$ cat src/rtl/seg7_tick_counter.sv
// Prescaled BCD up/down counter with a registered seven-segment decode.
// The decimal point toggles on each digit wrap.
module seg7_tick_counter #(
    parameter int unsigned DIV_WIDTH = 24,
    parameter int unsigned COMPARE   = 10000000
) (
    input  logic       clk,
    input  logic       rst_n,
    input  logic       ena,
    input  logic       run,
    input  logic       up_down,
    input  logic       load,
    input  logic [3:0] load_val,
    output logic [3:0] digit,
    output logic [6:0] segments,
    output logic       dp,
    output logic       tick
);

    localparam logic [DIV_WIDTH-1:0] TERM = DIV_WIDTH'(COMPARE - 1);

    logic [DIV_WIDTH-1:0] prescaler;

    function automatic logic [6:0] seg_decode(input logic [3:0] d);
        logic [6:0] s;
        case (d)
            4'd0:    s = 7'h3F;
            4'd1:    s = 7'h06;
            4'd2:    s = 7'h5B;
            4'd3:    s = 7'h4F;
            4'd4:    s = 7'h66;
            4'd5:    s = 7'h6D;
            4'd6:    s = 7'h7D;
            4'd7:    s = 7'h07;
            4'd8:    s = 7'h7F;
            4'd9:    s = 7'h6F;
            default: s = '0;
        endcase
        return s;
    endfunction

    always_ff @(posedge clk or negedge rst_n) begin
        if (!rst_n) begin
            prescaler <= '0;
            tick      <= 1'b0;
            digit     <= '0;
            dp        <= 1'b0;
            segments  <= 7'h3F;
        end else if (!ena) begin
            tick <= 1'b0;
        end else begin
            segments <= seg_decode(digit);
            if (load) begin
                // Load wins over a pending step; dp is left alone.
                digit     <= (load_val > 4'd9) ? 4'd9 : load_val;
                prescaler <= '0;
                tick      <= 1'b0;
            end else begin
                if (run) begin
                    if (prescaler == TERM) begin
                        prescaler <= '0;
                        tick      <= 1'b1;
                    end else begin
                        prescaler <= prescaler + 1'b1;
                        tick      <= 1'b0;
                    end
                end else begin
                    tick <= 1'b0;
                end

                if (tick) begin
                    if (up_down) begin
                        if (digit >= 4'd9) begin
                            digit <= '0;
                            dp    <= ~dp;
                        end else begin
                            digit <= digit + 4'd1;
                        end
                    end else begin
                        if (digit == 4'd0) begin
                            digit <= 4'd9;
                            dp    <= ~dp;
                        end else begin
                            digit <= digit - 4'd1;
                        end
                    end
                end
            end
        end
    end

endmodule

$ cat config.mk
export PLATFORM = sky130hd
export DESIGN_NAME = seg7_tick_counter
export DESIGN_NICKNAME = d
export VERILOG_FILES = /design/src/rtl/seg7_tick_counter.sv
export SDC_FILE = /design/constraint.sdc
export NUM_CORES = 1
export LEC_CHECK = 0
export BUFFER_PORTS_ARGS = -buffer_cell sky130_fd_sc_hd__buf_4
export CAP_MARGIN = 10
export CELL_PAD_IN_SITES_DETAIL_PLACEMENT = 1
export CELL_PAD_IN_SITES_GLOBAL_PLACEMENT = 1
export CORE_UTILIZATION = 45
export DETAILED_ROUTE_END_ITERATION = 16
export PLACE_DENSITY_LB_ADDON = 0.1
export SYNTH_ARGS = -nofsm -noshare
export SYNTH_HDL_FRONTEND = slang
export SYNTH_SLANG_ARGS = --single-unit
$ cat constraint.sdc
create_clock -name clk -period 2.2 [get_ports clk]
set_input_delay 0.22 -clock clk [delete_from_list [all_inputs] [get_ports clk]]
set_output_delay 0.22 -clock clk [all_outputs]
set_load 0.02 [all_outputs]
# Word-level counts from Yosys, hierarchy flattened
# Memories as Yosys holds them, arrays and structs flattened. A register that Yosys moved wholly into a read port is not among the register bits.
# Index checks and enable logic that the tools add are counted.
[totals]
regBits = 30
mem_bits_ro = 112
input_bits = 10
output_inout_bits = 13
word_cells = 38
n_memories = 1
[classes]
add_sub_neg = 3
magnitude_cmp = 2
eq_ne = 2
muxes = 16
bitwise = 2
reduce_logical = 8
[memory_table]
columns = ["memory", "words", "word_bits", "read_ports", "rd_clocked_by_memory_dff", "wr", "line_no", "text"]
rows = [
  ["(no name shown)", 16, 7, 1, 1, 0, "26", "case (d)"],
]
[ops]
columns = ["operator", "n"]
rows = [
  ["two-way mux 24 bit", 3],
  ["adder 24 x 1 -> 24 bit (second input constant)", 1],
  ["== test 24 bit (second input constant)", 1],
  ["two-way mux 4 bit", 6],
  ["two-way mux 1 bit", 7],
  ["nonzero test 2 bit", 3],
  ["AND reduction 5 bit", 1],
  ["adder 4 x 1 -> 4 bit (second input constant)", 1],
  ["greater-or-equal comparator 4 bit (second input constant)", 1],
  ["> comparator 4 bit (second input constant)", 1],
  ["logical NOT 4 bit", 1],
  ["AND reduction 2 bit", 2],
  ["subtractor 4 x 1 -> 4 bit (second input constant)", 1],
  ["!= test 2 x 1 -> 1 bit (second input constant)", 1],
  ["NOT 1 bit", 2],
  ["logical NOT 1 bit", 1],
]

# Depth between registers and ports, before layout
# Gate-level depths: netlist of the first run.
[depth]
ltp_word = 5
depth_mapped = 7

# Worst setup path after synthesis of the first run
# No wires, ideal clock.
[synth_path]
path_kind = "register to register"
startpoint = "register digit[1]"
endpoint = "register digit[3]"
t_arrival_ns = 1.968
t_required_ns = 2.104
setup_slack_ns = 0.137
path_stages_with_launch = 7
synth_period_minus_slack_ns = 2.063
cell_sequence = "dfrtp_1 > inv_1 > ha_1 > or3b_2 > a21oi_1 > a211oi_1 > o31ai_1"
[synth_between]
elab_chain_len = 5
[synth_rtl]
columns = ["element", "line_no", "text"]
rows = [
  ["start, declared", "14", "output logic [3:0] digit,"],
  ["start signal, assigned", "55", "digit <= (load_val > 4'd9) ? 4'd9 : load_val;"],
  ["start signal, assigned", "77", "digit <= digit + 4'd1;"],
  ["start signal, assigned", "84", "digit <= digit - 4'd1;"],
  ["subtractor 4 x 1 -> 4 bit (tied with other cells)", "84", ""],
  ["two-way mux 4 bit, on equally long branches", "80, 73", ""],
  ["two-way mux 4 bit (*)", "72", "if (up_down) begin"],
  ["two-way mux 4 bit (*)", "71", "if (tick) begin"],
  ["two-way mux 4 bit (*)", "53", "if (load) begin"],
]
# Every way passes the cells marked *; elsewhere a longest branch is shown, timed or not. The select of a mux whose other input is x is not followed.
# A chain may end at the register's enable or synchronous reset.

# Worst setup path in the final report of the first run
[layout_path]
startpoint = "register digit[0]"
endpoint = "register digit[3]"
# The elaborated chain is that of the path after synthesis.

==> results of run 1 <==
stage by stage:
step | setup slack, ns | cells
after floorplan | 0.1366 | 240
after global routing | 0.02252 | 324
after detailed placement | 0.2368 | 315
after global placement | 0.2461 | 315
after CTS | 0.1902 | 324
final | 0.1627 | 324
power by group through the flow:
| stage | combinational, W | clock [W] | sequential (W) |
|---|---|---|---|
| after floorplan | 0.000257 | 0 | 0.000920 |
| after global placement | 0.000540 | 0 | 0.000847 |
| after detailed placement | 0.000550 | 0 | 0.000854 |
| after CTS | 0.000559 | 0.000638 | 0.000842 |
| after global routing | 0.000615 | 0.000651 | 0.000855 |
| final | 0.000560 | 0.000617 | 0.000841 |
area by class of cell:
cell class                 count  area (sq um)  area share
clock buffer                   7         86.33     0.03391
clock inverter                 1         30.03     0.01179
inverter                      10         37.54     0.01474
multi-input combinational    185          1151      0.4521
sequential                    37         933.4      0.3666
tap                           52         65.06     0.02555
timing repair buffer          32         242.7     0.09533
cells by family (layout without fill, tap and decap cells):
family | after synthesis | in the layout | share of synthesized area
AND/OR/NAND/NOR | 105 | 105 | 0.2433
multiplexers | 2 | 2 | 0.009180
XOR/XNOR | 23 | 23 | 0.09237
buffers and inverters | 18 | 50 | 0.04418
flip-flops | 37 | 37 | 0.4280
AO/OA/AOI/OAI | 46 | 46 | 0.1314
adder cells (fa/ha/maj) | 9 | 9 | 0.05164
flip-flops by register name (all words and copies together) (netlist names):
register   flops
digit          4
dp             1
prescaler     24
segments       7
tick           1
final timing paths:
kind | endpoint | slack (ns) | cells past startpoint
setup / recovery | digit[3] | 0.16 | 8
hold / removal | tick | 0.20 | 3
setup reg to reg | digit[3] | 0.16 | 8
hold reg to reg | dp | 0.47 | 1
max in group asynchronous | segments[0] | 1.41 | 2
min in group asynchronous | segments[6] | 0.43 | 2
metal layers:
| layer | GRT usage | wire (um) |
|---|---|---|
| met1 | 0.3387 | 2754 |
| met2 | 0.3574 | 2390 |
| met3 | 0.05485 | 177 |
| met4 | 0.07843 | 78 |
| met5 | 0 | 0 |
timing repair:
action | in CTS | in global routing
setup buffers | 0 | 0
hold endpoints to repair | 31 | 0
hold buffers | 1 | 0
critical path, stage by stage (launching register included):
cell	delay (ns)
dfrtp_1	0.46
inv_1	0.11
buf_4	0.14
ha_1	0.25
o21bai_1	0.14
a21oi_1	0.09
a311oi_1	0.43
a211oi_1	0.10
o31ai_1	0.24
synthesized netlist by cell type (4+ instances only):
| master | instances | area (sq um) |
|---|---|---|
| o21ai_0 | 12 | 60.06 |
| xor2_1 | 17 | 148.9 |
| nand4_1 | 15 | 93.84 |
| clkbuf_1 | 4 | 15.01 |
| dfstp_2 | 6 | 157.7 |
| o31ai_1 | 4 | 30.03 |
| ha_1 | 9 | 112.6 |
| inv_1 | 10 | 37.54 |
| dfrtp_1 | 31 | 775.7 |
| nand2_1 | 21 | 78.83 |
| nor2_1 | 39 | 146.4 |
| nand3_1 | 6 | 30.03 |
| xnor2_1 | 6 | 52.55 |
| a21oi_1 | 15 | 75.07 |
| nor3_1 | 7 | 35.03 |
==> out/metrics.csv, run 1 <==
stage,metric,value,unit
clock_network,clk_pin_slew,0.08,ns
drt,wl_per_cell,16.67,um
power,sequentialPowerShare,0.417,
drt,routed_wl,5.400,mm
floorplan,rows,24,
global_routing,grt_pass1_vias,1926,
placed_design,dpl_cell_area,2420,sq um
global_routing,grt_use_total,0.2376,
sta,whs,0.1993,ns
worst_hold_path,worstHoldStart,run,
global_routing,grt_start_max_net_pins,38,
synth,synth_cells,240,
setup_path,cp_max_fo,7,
setup_path,worstPathArrival,2.24,ns
final_layout,final_cell_mix,"nor2_1 (39), dfrtp_1 (31), buf_4 (31), nand2_1 (21), xor2_1 (17)",
final_layout,diodes,0,
placed_design,dp_hpwl,3.746,mm
power,p_int,0.001368,W
synth,ys_types,44,
clock_network,cts_resized,0,
power,comb_power_share,0.277,
synth,async_flop_share,1.000,
sta,skew,0.005648,ns
worst_hold_path,hold_path_class,input pin to flip-flop,
global_routing,antenna_found_initial,0,
sta,rsz0062_at_grt,no,
power,swShare,0.3219,
final_layout,layout-drive-gt1-share,0.1875,
final_layout,design_area,2546,sq um
sta,setup_viol,0,
final_layout,area_growth,16.75,%
sta,slew_headroom,0.5931,
status,status,"complete, no violations",
setup_path,worstSetupStartpointType,flip-flop,
setup_path,crit_start,digit[0],
placed_design,portBuffers,22,
clock_network,numCtsBuffers,5,
setup_path,path_class,flip-flop to flip-flop,
setup_path,crit_required,2.40,ns
drt,viasPerCell,5.778,
final_layout,nets,290,
floorplan,die_h,71.62,um
drt,drt_first_iter_violations,71,
drt,postRouteAntennaNets,0,
placed_design,gp_congestion,0.7837,
drt,via_count,1872,
power,clockPowerShare,0.306,
power,peakVddDrop,0.4675,mV
final_layout,fin_util,0.5653,
power,switchingPower,0.0006496,W
setup_path,r2r_start,digit[0],
synth,synth-edff-count,0,
sta,tightest_slew,0.6057,ns
clock_network,clock_sinks,37,
sta,finalHoldViolCount,0,
flow_run,cap_viol_max_count,0,
final_layout,final_common_cell,nor2_1,
synth,synth.ff_latch_count,37,
drt,drtPass1Iterations,4,
floorplan,io_pins,23,
sta,fin_crit_sh,0.9261,
setup_path,end_kind,flip-flop,
final_layout,fillers,544,
clock_network,htreeDepth,2,
synth,yosysWarnings,0,
floorplan,fp.coreArea,4504,sq um
drt,post-route-drc-count,0,
synth,synth_ff_type,dfrtp_1,
sta,final-max-slew-violation-count,0,
synth,synth-seq-area-share,0.4280,
power,power_density,792.5,nW/um^2
clock_network,clk_latency,0.29,ns
clock_network,cts_tree,yes,
sta,fin_crit,2.037,ns
sta,clock.fmax,490.8,MHz
global_routing,overflow,0,
clock_network,cts-root-buf,clkbuf_8,
synth,synth_area_per_cell,9.087,sq um
floorplan,die_width,71.62,um
clock_network,clk_path_buf_depth,2,
floorplan,die_area,5129,sq um
global_routing,grt_pass1_wl,9.446,mm
power,total_power,0.002018,W
synth,synth_area,2181,sq um
power,p_leak,1.141,nW
synth,syn_nets,259,
floorplan,start_util,0.4842,
sta,setup_tns,0,ns
No activity file was read; power rests on OpenSTA's default activity.
==> inputs of run 2 (changes only) <==
CORE_ASPECT_RATIO = 0.8   (was unset)
==> run 2 against run 1 <==
Effect of this change: global-route usage increased by 1.5 points; clock skew increased by 0.0021 ns; via count decreased by 0.16%; worst setup slack improved by 0.060 ns; clock power decreased by 26%; die area about the same; critical path type unchanged; critical endpoint is now prescaler[14].
==> out/metrics.csv, run 2 (synthesis results as in run 1) <==
stage,metric,value,unit,change
final_layout,final_cell_mix,"nor2_1 (39), buf_4 (32), dfrtp_1 (31), nand2_1 (21), xor2_1 (17)",,
clock_network,clk_latency,0.29,ns,about the same
clock_network,cts_tree,yes,,
clock_network,cts-root-buf,clkbuf_8,,
final_layout,fillers,543,,-0.18%
placed_design,gp_congestion,0.8379,,+6.9%
final_layout,final-seq-area,933.4,sq um,unchanged
drt,wl_per_cell,16.85,um,+1.1%
sta,slew_headroom,0.6164,,+0.02333
floorplan,die_width,79.83,um,+11%
final_layout,final_common_cell,nor2_1,,
global_routing,met2_usage,0.3643,,+0.006874
final_layout,layout-drive-gt1-share,0.1934,,+0.005931
clock_network,clk_pin_slew,0.08,ns,about the same
setup_path,max_stage_delay,0.57,ns,+0.11 ns
worst_hold_path,holdPathEnd,tick,,
sta,rsz0062_at_grt,no,,
final_layout,area_growth,16.93,%,
clock_network,numCtsBuffers,5,,unchanged
setup_path,reg2reg_depth,6,,-2
worst_hold_path,worstHoldStart,run,,
setup_path,r2r_setup_slack,0.22,ns,+0.06 ns
setup_path,r2r_start,prescaler[17],,
global_routing,grt-busiest-layer,met1,,
power,p_leak,1.141,nW,about the same
flow_run,cap_viol_max_count,0,,unchanged
final_layout,reg.largest.list,"prescaler x24, segments x7, digit x4",,
placed_design,portBuffers,22,,unchanged
clock_network,clock_sinks,37,,unchanged
sta,skew,0.007771,ns,+0.002123 ns
drt,drtPass1Iterations,4,,unchanged
drt,routed_wl,5.629,mm,+4.2%
floorplan,rows,22,,-8.3%
final_layout,diodes,0,,unchanged
sta,tightest_slew,0.5710,ns,-0.03473 ns
setup_path,path_class,flip-flop to flip-flop,,
drt,via_count,1869,,-0.16%
status,status,"complete, no violations",,
clock_network,cts_setup_buffers,0,,unchanged
sta,clock.fmax,505.8,MHz,+3.0%
drt,post-route-drc-count,0,,unchanged
global_routing,grt_pass1_vias,1887,,-2.0%
final_layout,multi_input_comb_area,1151,sq um,unchanged
setup_path,cp_max_fo,18,,+11
global_routing,antenna_found_initial,0,,unchanged
drt,postRouteAntennaNets,0,,unchanged
clock_network,postCtsHoldBufs,1,,unchanged
power,total_power,0.001867,W,-7.5%
global_routing,grtUsageMet3,0.06000,,+0.005148
floorplan,fp.coreArea,4624,sq um,+2.7%
setup_path,crit_required,2.37,ns,-0.03 ns
global_routing,grt_pass1_wl,9.770,mm,+3.4%
power,peakVddDrop,0.4889,mV,+4.6%
sta,final-max-slew-violation-count,0,,unchanged
clock_network,htreeDepth,2,,unchanged
global_routing,grt_use_total,0.2521,,+0.01451
final_layout,max_flop_register,prescaler,,
sta,finalHoldViolCount,0,,unchanged
final_layout,nets,292,,+0.69%
global_routing,overflow,0,,unchanged
setup_path,worstPathArrival,2.15,ns,-0.09 ns
floorplan,die_h,64.27,um,-10%
placed_design,dp_hpwl,3.993,mm,+6.6%
global_routing,use_met1,0.3815,,+0.04277
setup_path,worstSetupStartpointType,flip-flop,,
floorplan,io_pins,23,,unchanged
worst_hold_path,whs_path_depth,3,,unchanged
setup_path,r2r_end,prescaler[14],,
drt,drt_first_iter_violations,128,,+80%
sta,setup_tns,0,ns,unchanged
final_layout,largest_reg_flops,24,,unchanged
sta,setup_viol,0,,unchanged
sta,fin_crit,1.977,ns,-0.06013 ns
floorplan,die_area,5130,sq um,about the same
clock_network,clk_path_buf_depth,2,,unchanged
setup_path,worst_path_max_delay_cell,or4b_1,,
global_routing,grt_start_max_net_pins,38,,unchanged
worst_hold_path,hold_path_class,input pin to flip-flop,,
floorplan,start_util,0.4716,,-0.01258
drt,viasPerCell,5.596,,-3.1%
setup_path,end_kind,flip-flop,,
sta,fin_crit_sh,0.8987,,-0.02733
setup_path,cp_cell_sequence,or4b_1 > nor4_2 > nand4_2 > o21ai_4 > buf_12 > nor2_1,,
clock_network,cts_resized,0,,unchanged
power,power_density,732.3,nW/um^2,-7.6%
==> run 2: cell count changes in the layout (fill, tap and decap cells not counted), sizes merged <==
cell,previous run,this run
bufinv,1,0
clkinv,0,2
clkbuf,7,6
buf,31,33
==> run 2: worst max-delay path by stage <==
stage,from,to,slack (ns),cells past startpoint
after detailed placement,prescaler[17],prescaler[14],0.26,6
after global placement,prescaler[17],prescaler[3],0.26,6
after floorplan,digit[1],digit[3],0.14,6
after CTS,prescaler[3],prescaler[11],0.20,5
final,prescaler[17],prescaler[14],0.22,6
after global routing,prescaler[3],prescaler[11],0.07,5
==> run 2: final cells by class <==
cell class / count / area share
repair buffers: 34 / 0.1060
clock inverters: 2 / 0.003925
well taps: 60 / 0.02944
multi-input cells: 185 / 0.4514
inverters: 10 / 0.01472
flip-flops and latches: 37 / 0.3660
clock buffers: 6 / 0.02846
==> run 2: power breakdown <==
| group | internal, W | leakage (nW) | switching [W] |
|---|---|---|---|
| sequential | 0.000773 | 0.482 | 0.0000663 |
| combinational | 0.000232 | 0.614 | 0.000339 |
| clock | 0.000220 | 0.0450 | 0.000237 |
| total | 0.00122 | 1.14 | 0.000643 |
==> run 2: worst max-delay path: cells and delay by family (launching register included) <==
family | cells | cell delay, ns
and+or+nand+nor | 4 | 1.05
DFF | 1 | 0.42
AOI/OAI and AO/OA | 1 | 0.23
buffers and inverters | 1 | 0.16
==> run 2: routing by layer <==
| layer | vias up | wire (um) |
|---|---|---|
| li1 | 907 | - |
| met5 | - | 0 |
| met3 | 4 | 162 |
| met4 | 0 | 31 |
| met1 | 931 | 2988 |
| met2 | 27 | 2448 |
==> run 2: through the flow <==
step | cell area (sq um) | cells | setup slack [ns] | utilization | hold WS [ns]
after floorplan | 2181 | 240 | 0.1366 | - | -0.07559
after global placement | 2457 | 325 | 0.2601 | 0.5314 | 0.2149
after detailed placement | 2457 | 325 | 0.2615 | 0.5314 | 0.2143
after CTS | 2550 | 334 | 0.2027 | 0.5514 | 0.2001
after global routing | 2550 | 334 | 0.07401 | 0.5514 | 0.1991
final | 2550 | 334 | 0.2228 | 0.5514 | 0.2111
==> inputs of run 3 (changes only) <==
clock period = 1.9 ns   (was 2.2 ns; I/O delays follow)
==> run 3 against run 2 <==
Effect of this change: the run now ends with setup timing left; worst setup slack lost 0.23 ns; clock skew shrank 0.0018 ns; global-route usage grew 1.3 points; worst hold slack lost 0.025 ns; routed wire length grew 5.2%; largest power group unchanged; register-to-register slack lost 0.23 ns; maximum frequency grew 3.9%; die area is the same.
==> out/metrics.csv, run 3 (synthesis results as in run 1) <==
stage,metric,value,unit,change
flow_run,cap_viol_max_count,0,,unchanged
setup_path,max_stage_delay,0.56,ns,about the same
setup_path,reg2reg_depth,6,,unchanged
status,status,finished with violations,,
sta,rsz0062_at_grt,yes,,
final_layout,max_flop_register,prescaler,,
final_layout,nets,306,,+4.8%
sta,setup_viol,2,,+2
global_routing,grt_use_total,0.2653,,+0.01318
setup_path,crit_required,2.08,ns,-0.29 ns
final_layout,fin_util,0.5901,,+0.03869
floorplan,rows,22,,unchanged
floorplan,die_area,5130,sq um,unchanged
power,comb_power_share,0.309,,+0.003
final_layout,design_area,2729,sq um,+7.0%
drt,viasPerCell,5.592,,about the same
placed_design,gp_congestion,0.8072,,-3.7%
final_layout,reg.largest.list,"prescaler x24, segments x7, digit x4",,
final_layout,fin_cells,348,,+4.2%
global_routing,grt_start_max_net_pins,38,,unchanged
setup_path,worstSetupStartpointType,flip-flop,,
final_layout,largest_reg_flops,24,,unchanged
sta,final-max-slew-violation-count,0,,unchanged
clock_network,numCtsBuffers,5,,unchanged
final_layout,diodes,0,,unchanged
setup_path,path_class,flip-flop to flip-flop,,
sta,timing.final.ws_setup,-0.003178,ns,-0.2260 ns
sta,setup_tns,-0.004623,ns,-0.004623 ns
floorplan,start_util,0.4716,,unchanged
drt,wl_per_cell,17.02,um,+0.97%
drt,drtPass1Iterations,5,,+1
setup_path,end_kind,flip-flop,,
sta,tightest_slew,0.5299,ns,-0.04112 ns
global_routing,overflow,0,,unchanged
floorplan,die_h,64.27,um,unchanged
clock_network,cts-root-buf,clkbuf_8,,
clock_network,htreeDepth,2,,unchanged
drt,via_count,1946,,+4.1%
power,clockPowerShare,0.253,,+0.009
final_layout,final_common_cell,buf_4,,
clock_network,clk_latency,0.29,ns,about the same
sta,finalHoldViolCount,0,,unchanged
power,p_int,0.001483,W,+21%
status,violations,setup timing,,
power,p_leak,1.197,nW,+4.9%
clock_network,clock_sinks,37,,unchanged
setup_path,worst_path_max_delay_cell,or4b_4,,
drt,drt_first_iter_violations,125,,-2.3%
floorplan,die_width,79.83,um,unchanged
final_layout,final_cell_mix,"buf_4 (44), dfrtp_1 (29), nor2_1 (26), nand2_1 (21), xor2_1 (17)",,
global_routing,grt_pass1_wl,10.29,mm,+5.3%
sta,clock.fmax,525.4,MHz,+3.9%
setup_path,cp_cell_sequence,or4b_4 > nor4_4 > nand4_2 > o21ai_4 > buf_6 > nor2_1,,
sta,slew_headroom,0.6468,,+0.03034
final_layout,fillers,556,,+2.4%
placed_design,dp_hpwl,4.119,mm,+3.2%
floorplan,fp.coreArea,4624,sq um,unchanged
global_routing,antenna_found_initial,0,,unchanged
placed_design,dp.cells,335,,+3.1%
clock_network,cts_tree,yes,,
setup_path,cp_max_fo,6,,-12
global_routing,grt_pass1_vias,2004,,+6.2%
power,swShare,0.3388,,-0.005347
clock_network,clk_pin_slew,0.07,ns,about the same
power,switchingPower,0.0007596,W,+18%
final_layout,area_growth,25.13,%,
final_layout,layout-drive-gt1-share,0.3021,,+0.1087
placed_design,dpl_cell_area,2526,sq um,+2.8%
power,peakVddDrop,0.4673,mV,-4.4%
setup_path,worstPathArrival,2.09,ns,-0.06 ns
worst_hold_path,whs_path_depth,3,,unchanged
sta,skew,0.005988,ns,-0.001783 ns
drt,postRouteAntennaNets,0,,unchanged
floorplan,io_pins,23,,unchanged
worst_hold_path,hold_path_class,input pin to flip-flop,,
sta,fin_crit,1.903,ns,-0.07402 ns
clock_network,clk_path_buf_depth,2,,unchanged
placed_design,portBuffers,22,,unchanged
sta,fin_crit_sh,1.002,,+0.1029
drt,post-route-drc-count,0,,unchanged
drt,routed_wl,5.922,mm,+5.2%
power,sequentialPowerShare,0.438,,-0.012
power,power_density,821.7,nW/um^2,+12%
-- run 3: final timing paths --
kind / start / slack [ns] / endpoint
min in group asynchronous: rst_n / 0.40 / segments[6]
worst max register to register: prescaler[7] / -0.003 / prescaler[16]
worst min-delay path: run / 0.19 / tick
max in group asynchronous: rst_n / 1.15 / digit[0]
worst max-delay path: prescaler[7] / -0.003 / prescaler[16]
worst min register to register: dp / 0.47 / dp
-- run 3: per-layer routing --
metal  vias to the layer above  routed length [um]  track usage
met5                         -                   0            0
met4                         0                  68      0.07143
met3                         7                 217      0.05286
met2                        35                2609       0.3782
met1                       973                3027       0.4040
li1                        931                   -            -
-- run 3: worst max-delay path, delay by kind of cell, from the launching register on --
| kind | cells | cell delay (ns) |
|---|---|---|
| buffers and inverters | 1 | 0.17 |
| flip-flops | 1 | 0.38 |
| AO/OA/AOI/OAI | 1 | 0.26 |
| AND/OR/NAND/NOR | 4 | 0.98 |
-- run 3: power groups by stage --
| stage | logic (W) | registers, W | clock network [W] |
|---|---|---|---|
| after CTS | 0.000679 | 0.000980 | 0.000583 |
| after floorplan | 0.000300 | 0.00107 | 0 |
| after detailed placement | 0.000663 | 0.000993 | 0 |
| after global placement | 0.000649 | 0.000986 | 0 |
| after global routing | 0.000766 | 0.00100 | 0.000614 |
| final | 0.000693 | 0.000983 | 0.000567 |
-- run 3: cell type report --
cell class | count | area [sq um] | share of cell area
flip-flops and latches | 37 | 935.9 | 0.3430
multi-input cells | 185 | 1216 | 0.4457
well taps | 60 | 75.07 | 0.02751
clock buffers | 8 | 90.09 | 0.03301
inverters | 10 | 37.54 | 0.01376
repair buffers | 48 | 374.1 | 0.1371
-- run 3: repair_timing --
action	in CTS	in global routing
resized for setup	9	15
buffers inserted	1	2
hold endpoints to repair	31	0
cloned	1	0
endpoints found under the setup margin	19	25
hold buffers	1	0
pin swaps	11	6
-- run 3: through the flow --
stage	power [W]	worst slack (ns)	hold slack, ns
floorplan	0.001367	0.007638	-0.1056
global placement	0.001635	0.07853	0.1780
detailed placement	0.001656	-0.02093	0.1782
CTS	0.002241	-0.02767	0.1840
global route	0.002380	-0.07755	0.2000
finish	0.002242	-0.003178	0.1858
